## config.mk

```make
export PLATFORM = sky130hd
export DESIGN_NAME = sha256_block_unpad
export DESIGN_NICKNAME = d
export VERILOG_FILES = /design/src/rtl/sha256_block_unpad.sv
export SDC_FILE = /design/constraint.sdc
export NUM_CORES = 2
export LEC_CHECK = 0
export ABC_AREA = 1
export CELL_PAD_IN_SITES_DETAIL_PLACEMENT = 0
export CELL_PAD_IN_SITES_GLOBAL_PLACEMENT = 1
export CORE_ASPECT_RATIO = 1.75
export CORE_MARGIN = 5
export CORE_UTILIZATION = 35
export CTS_CLUSTER_DIAMETER = 30
export DETAILED_ROUTE_END_ITERATION = 10
export GPL_TIMING_DRIVEN = 1
export PLACE_DENSITY = 0.73
export SYNTH_ARGS = -nofsm -noshare
export SYNTH_HDL_FRONTEND = slang
export SYNTH_SLANG_ARGS = --single-unit
```

## constraint.sdc

```tcl
create_clock -name clk -period 5.21 [get_ports clk]
set_input_delay 0.7815 -clock clk [delete_from_list [all_inputs] [get_ports clk]]
set_output_delay 0.7815 -clock clk [all_outputs]
set_load 0.03 [all_outputs]
```

## src/rtl/sha256_block_unpad.sv

```systemverilog
// SHA-256 single-block unpadder: validates a 512-bit padded block and recovers the message.
// Optional zero-fill scan enabled by defining UNPAD_FILL_CHECK_EN.
`timescale 1ns/1ps
module sha256_block_unpad #(
    parameter int unsigned MSG_WIDTH = 448,
    parameter int unsigned SCAN_W    = 32
) (
    input  logic                 clk,
    input  logic                 rst,
    input  logic                 in_valid,
    output logic                 in_ready,
    input  logic [511:0]         blk_in,
    output logic                 out_valid,
    input  logic                 out_ready,
    output logic [MSG_WIDTH-1:0] msg_out,
    output logic [6:0]           byte_len,
    output logic [2:0]           err
);
    localparam int unsigned BLK_W = 512;
    localparam int unsigned LEN_W = 64;

    localparam logic [1:0] IDLE = 2'd0;
    localparam logic [1:0] HDR  = 2'd1;
    localparam logic [1:0] DONE = 2'd3;
`ifdef UNPAD_FILL_CHECK_EN
    localparam logic [1:0] SCAN = 2'd2;
    localparam int unsigned NCHUNK = MSG_WIDTH / SCAN_W;
    localparam int unsigned CNT_W  = $clog2(NCHUNK);
`endif

    if (MSG_WIDTH != 448 || (MSG_WIDTH % SCAN_W) != 0) begin : g_bad_cfg
        $error("sha256_block_unpad: unsupported MSG_WIDTH/SCAN_W");
    end

    logic [1:0]           state_q, state_d;
    logic [BLK_W-1:0]     blk_q, blk_d;
    logic [2:0]           err_q, err_d;
    logic [MSG_WIDTH-1:0] msg_q, msg_d;
    logic [6:0]           len_q, len_d;
    logic                 vld_q, vld_d;

    logic [LEN_W-1:0] len_f;
    logic             len_err;
    logic [8:0]       delim_idx;

    assign len_f     = blk_q[LEN_W-1:0];
    assign len_err   = (|len_f[63:9]) | (|len_f[2:0]) | (len_f[8:0] > 9'd440);
    assign delim_idx = 9'd511 - len_f[8:0];

`ifdef UNPAD_FILL_CHECK_EN
    logic [CNT_W-1:0] cnt_q, cnt_d;
    logic             fill_hit;
    logic [9:0]       scan_idx;
    logic [9:0]       scan_lim;

    // Any set bit of the current chunk that lies below the delimiter position is a fill error.
    always_comb begin
        fill_hit = 1'b0;
        scan_idx = '0;
        scan_lim = 10'd511 - 10'(len_f[8:0]);
        for (int j = 0; j < int'(SCAN_W); j++) begin
            scan_idx = 10'(LEN_W + SCAN_W * int'(cnt_q) + j);
            if (blk_q[scan_idx[8:0]] && (scan_idx < scan_lim)) fill_hit = 1'b1;
        end
    end
`endif

    always_comb begin
        state_d = state_q;
        blk_d   = blk_q;
        err_d   = err_q;
        msg_d   = msg_q;
        len_d   = len_q;
        vld_d   = vld_q;
`ifdef UNPAD_FILL_CHECK_EN
        cnt_d   = cnt_q;
`endif
        case (state_q)
            IDLE: begin
                if (in_valid) begin
                    blk_d   = blk_in;
                    err_d   = 3'b000;
                    state_d = HDR;
                end
            end
            HDR: begin
                if (len_err) begin
                    err_d[0] = 1'b1;
                    state_d  = DONE;
                end else begin
                    err_d[1] = ~blk_q[delim_idx];
`ifdef UNPAD_FILL_CHECK_EN
                    cnt_d    = '0;
                    state_d  = SCAN;
`else
                    state_d  = DONE;
`endif
                end
            end
`ifdef UNPAD_FILL_CHECK_EN
            SCAN: begin
                err_d[2] = err_q[2] | fill_hit;
                if (cnt_q == CNT_W'(NCHUNK - 1)) state_d = DONE;
                else                             cnt_d   = cnt_q + CNT_W'(1);
            end
`endif
            DONE: begin
                if (out_ready) begin
                    vld_d   = 1'b0;
                    state_d = IDLE;
                end
            end
            default: state_d = IDLE;
        endcase

        // Result is formed once, on entry to DONE, and then held.
        if (state_d == DONE && state_q != DONE) begin
            vld_d = 1'b1;
            if (err_d == 3'b000) begin
                msg_d = blk_q[BLK_W-1:LEN_W] >> (9'd448 - len_f[8:0]);
                len_d = 7'(len_f[8:3]);
            end else begin
                msg_d = '0;
                len_d = '0;
            end
        end
    end

    always_ff @(posedge clk) begin
        if (rst) begin
            state_q <= IDLE;
            blk_q   <= '0;
            err_q   <= '0;
            msg_q   <= '0;
            len_q   <= '0;
            vld_q   <= 1'b0;
        end else begin
            state_q <= state_d;
            blk_q   <= blk_d;
            err_q   <= err_d;
            msg_q   <= msg_d;
            len_q   <= len_d;
            vld_q   <= vld_d;
        end
    end

`ifdef UNPAD_FILL_CHECK_EN
    always_ff @(posedge clk) begin
        if (rst) cnt_q <= '0;
        else     cnt_q <= cnt_d;
    end
`endif

    assign in_ready  = (state_q == IDLE) && !rst;
    assign out_valid = vld_q;
    assign msg_out   = msg_q;
    assign byte_len  = len_q;
    assign err       = err_q;

endmodule

```

==> results.py <==
metrics = {
    "route": {
        "vias": 117000,
        "drt_iter0_markers": 18400,
        "wl_per_cell_um": 36.2,
        "drc": 0,
        "wl_um": 651000,
        "ant_nets": 0,
        "vias_per_cell": 6.48,
        "dr.pass1.iters": 10,
    },
    "cells_and_area": {
        "drive_gt1_share_pct": 5.89,
        "areaGrowthSynthToFinish_pct": 23.3,
        "nNetsFinal": 15200,
        "fin_area_um2": 101000,
        "fillers": 26000,
    },
    "setup_path": {
        "arrival_ns": 5.99,
        "end_kind": "flop",
        "crit_path_top_delay_cell": "nand2_1",
        "crit_path_start_kind": "flop",
        "crit_top_cell": "nand3_1",
        "crit_chain": "clkinv_8 -> ha_4 -> inv_8 -> nand3_1 -> nand3_1 -> nand3_2 -> nand3_1 -> nand3_1 -> nand3_1 -> nand2_1 -> o21ai_0 -> nor2_1 -> nand4_1 -> a21oi_1",
        "cp_max_fo": 57,
        "max_stage_delay_ns": 0.67,
        "cp.required_ns": 5.97,
        "worstSetupPathType": "flop to flop",
    },
    "cts": {
        "holdBufCountCts": 0,
        "cts.reportedPaths.clkPinSlew_ns": 0.06,
        "clock_sinks": 972,
        "htree_levels": 4,
        "clk_latency_ns": 0.95,
        "numCtsBuffers": 160,
        "cts_resized": 0,
        "cts_setup_buffers": 0,
        "cts_root_buffer": "clkbuf_16",
        "clock_path_buffers": 4,
        "cts_tree": "done",
    },
    "floorplan": {
        "die_area_um2": 244000,
        "die_y_um": 650,
        "initial_core_util_pct": 35.1,
        "rows": 235,
        "die_x_um": 376,
        "boundaryPins": 976,
        "core-area_um2": 234000,
    },
    "synth": {
        "seq_area_frac_synth_pct": 23.7,
        "async_flop_share_pct": 0,
        "avgSynthCellArea_um2": 5.70,
        "ys_warn_count": 0,
        "synthCells": 14400,
        "netlist_area_um2": 82000,
        "synthFlopType": "dfxtp_1",
        "synth-seq-cells": 972,
        "syn_nets": 14900,
        "synth.distinct_cells": 35,
        "synth_edf_count": 0,
    },
    "sta": {
        "fin_ws_ns": -0.0167,
        "rsz0062_at_grt": "false",
        "worst_pin_slew_ns": 1.30,
        "max-slew-margin-rel_pct": 13.3,
        "finalHoldViolCount": 0,
        "setup_viol": 1,
        "fin_crit_sh_pct": 100,
        "fin_crit_ns": 5.23,
        "finClkSkew_ns": 0.0930,
        "clock.fmax_mhz": 191,
        "drv_slew": 0,
    },
    "pwr": {
        "power_leakage_nw": 40.5,
        "peakVddDrop_mv": 0.267,
        "power.density_nw_per_um2": 508,
        "finalPower_mw": 51.4,
    },
    "global_route": {
        "grt_max_degree": 219,
        "grt_pass1_vias": 105000,
        "grt_usage_pct": 50.9,
        "overflow": 0,
        "grt_pass1_wl_um": 877000,
        "antenna_found_initial": 106,
    },
    "place": {
        "placed_area_um2": 95400,
        "gp_congestion": 1.17,
        "dpl.hpwl_um": 518000,
        "io_buffers": 974,
    },
    "status": {
        "failed_checks": "negative setup slack",
        "status": "complete, but fails checks",
    },
    "job": {
        "drv_cap": 0,
    },
    "min_path": {
        "min_path_type": "input port to flop",
    },
}
==> routing by layer <==
| metal | track usage (%) | vias to the layer above | share of wire [%] |
|---|---|---|---|
| met4 | 53.4 | 64 | 13 |
| met3 | 15.5 | 2519 | 10 |
| li1 | - | 50900 | - |
| met1 | 54.8 | 55200 | 34 |
| met5 | 0.755 | - | 0.10 |
| met2 | 76.5 | 8101 | 43 |
==> power breakdown <==
group / switching (mW) / total, mW / internal [mW]
clock: 4.26 / 10.9 / 6.67
combinational: 25.0 / 32.1 / 7.16
sequential: 0.402 / 8.31 / 7.91
==> critical path: cells and delay by family (launching register included) <==
| kind | cells | cell delay (ns) |
|---|---|---|
| buf+inv | 2 | 0.64 |
| compound gates | 2 | 0.57 |
| simple gates | 9 | 2.99 |
| flops | 1 | 0.45 |
| fa+ha+maj | 1 | 0.36 |
==> worst paths after layout <==
path / startpoint / endpoint / slack (ns) / cells past startpoint
max: blk_q[0] / msg_out[220] / -0.02 / 14
min: blk_in[461] / blk_q[461] / 0.39 / 3
max reg2reg: blk_q[0] / msg_out[220] / -0.02 / 14
min reg2reg: msg_out[432] / msg_out[432] / 0.46 / 2
==> through the flow <==
stage	util, %	hold slack (ns)	worst slack [ns]	instances	setup TNS (ns)
after floorplan	-	0.447	1.80	14400	0
after global placement	40.8	0.451	0.465	17600	0
after detailed placement	40.8	0.455	0.636	17600	0
after CTS	43.1	0.416	0.634	17900	0
after global routing	43.2	0.404	0.0526	18000	0
final	43.2	0.394	-0.0167	18000	-0.0167
==> cells by family after synthesis <==
logic type | Yosys count | synth area share [%]
fa+ha+maj | 2 | 0.0305
buf+inv | 1797 | 9.32
flops | 972 | 23.7
xor+xnor | 4 | 0.0610
simple gates | 10200 | 56.7
compound gates | 1396 | 10.1
other cells | 1 | 0.00457
==> registers in the layout (all words and copies together), names as in the netlist <==
signal and flops:
blk_q 512, byte_len 6, err 3, msg_out 448, out_valid 1, state_q 2
==> cells in the mapped netlist (8+ instances only) <==
library cell / count / area [um2]
buf_2: 204 / 1020
buf_1: 303 / 1140
nor2_1: 976 / 3660
nand4_1: 526 / 3290
a211oi_1: 346 / 2600
nand3_1: 5230 / 26200
nand2_1: 3336 / 12500
inv_2: 13 / 48.8
o21ai_1: 65 / 325
nor4_1: 8 / 50.1
and2_1: 65 / 407
buf_6: 46 / 518
clkbuf_1: 729 / 2740
inv_1: 426 / 1600
dfxtp_1: 972 / 19500
o21ai_0: 141 / 706
o211ai_1: 158 / 1190
buf_4: 71 / 533
a21oi_1: 676 / 3380
nor3_1: 71 / 355
==> final cells by class <==
cell class                      instances  area [um2]  share of cell area (%)
Inverter                              442        1750                    1.73
Clock buffer                          182        4280                    4.24
Sequential cell                       972       19500                    19.3
Timing Repair Buffer                 1532       15300                    15.1
Tap cell                             3081        3850                    3.81
Antenna cell                           79         198                   0.196
Clock inverter                        102        1160                    1.15
Multi-Input combinational cell      11600       55000                    54.5
==> layout by cell type, fill, tap and decap left out, types with 7 or more instances in the layout <==
master / instances
inv_8: 18
clkbuf_1: 7
nand2_1: 3334
clkbuf_8: 11
nor2_1: 974
clkinv_4: 11
clkinvlp_4: 23
clkinv_2: 14
inv_1: 424
dfxtp_1: 969
bufinv_16: 13
o21ai_1: 66
clkbuf_16: 164
and2_1: 65
buf_12: 108
a211oi_1: 346
nor4_1: 8
diode_2: 79
nand4_1: 526
inv_6: 27
nor3_1: 71
a21oi_1: 675
clkdlybuf4s50_1: 973
o211ai_1: 158
nand3_1: 5228
buf_4: 450
o21ai_0: 140
Note: power is estimated with default switching activity, not from simulation.
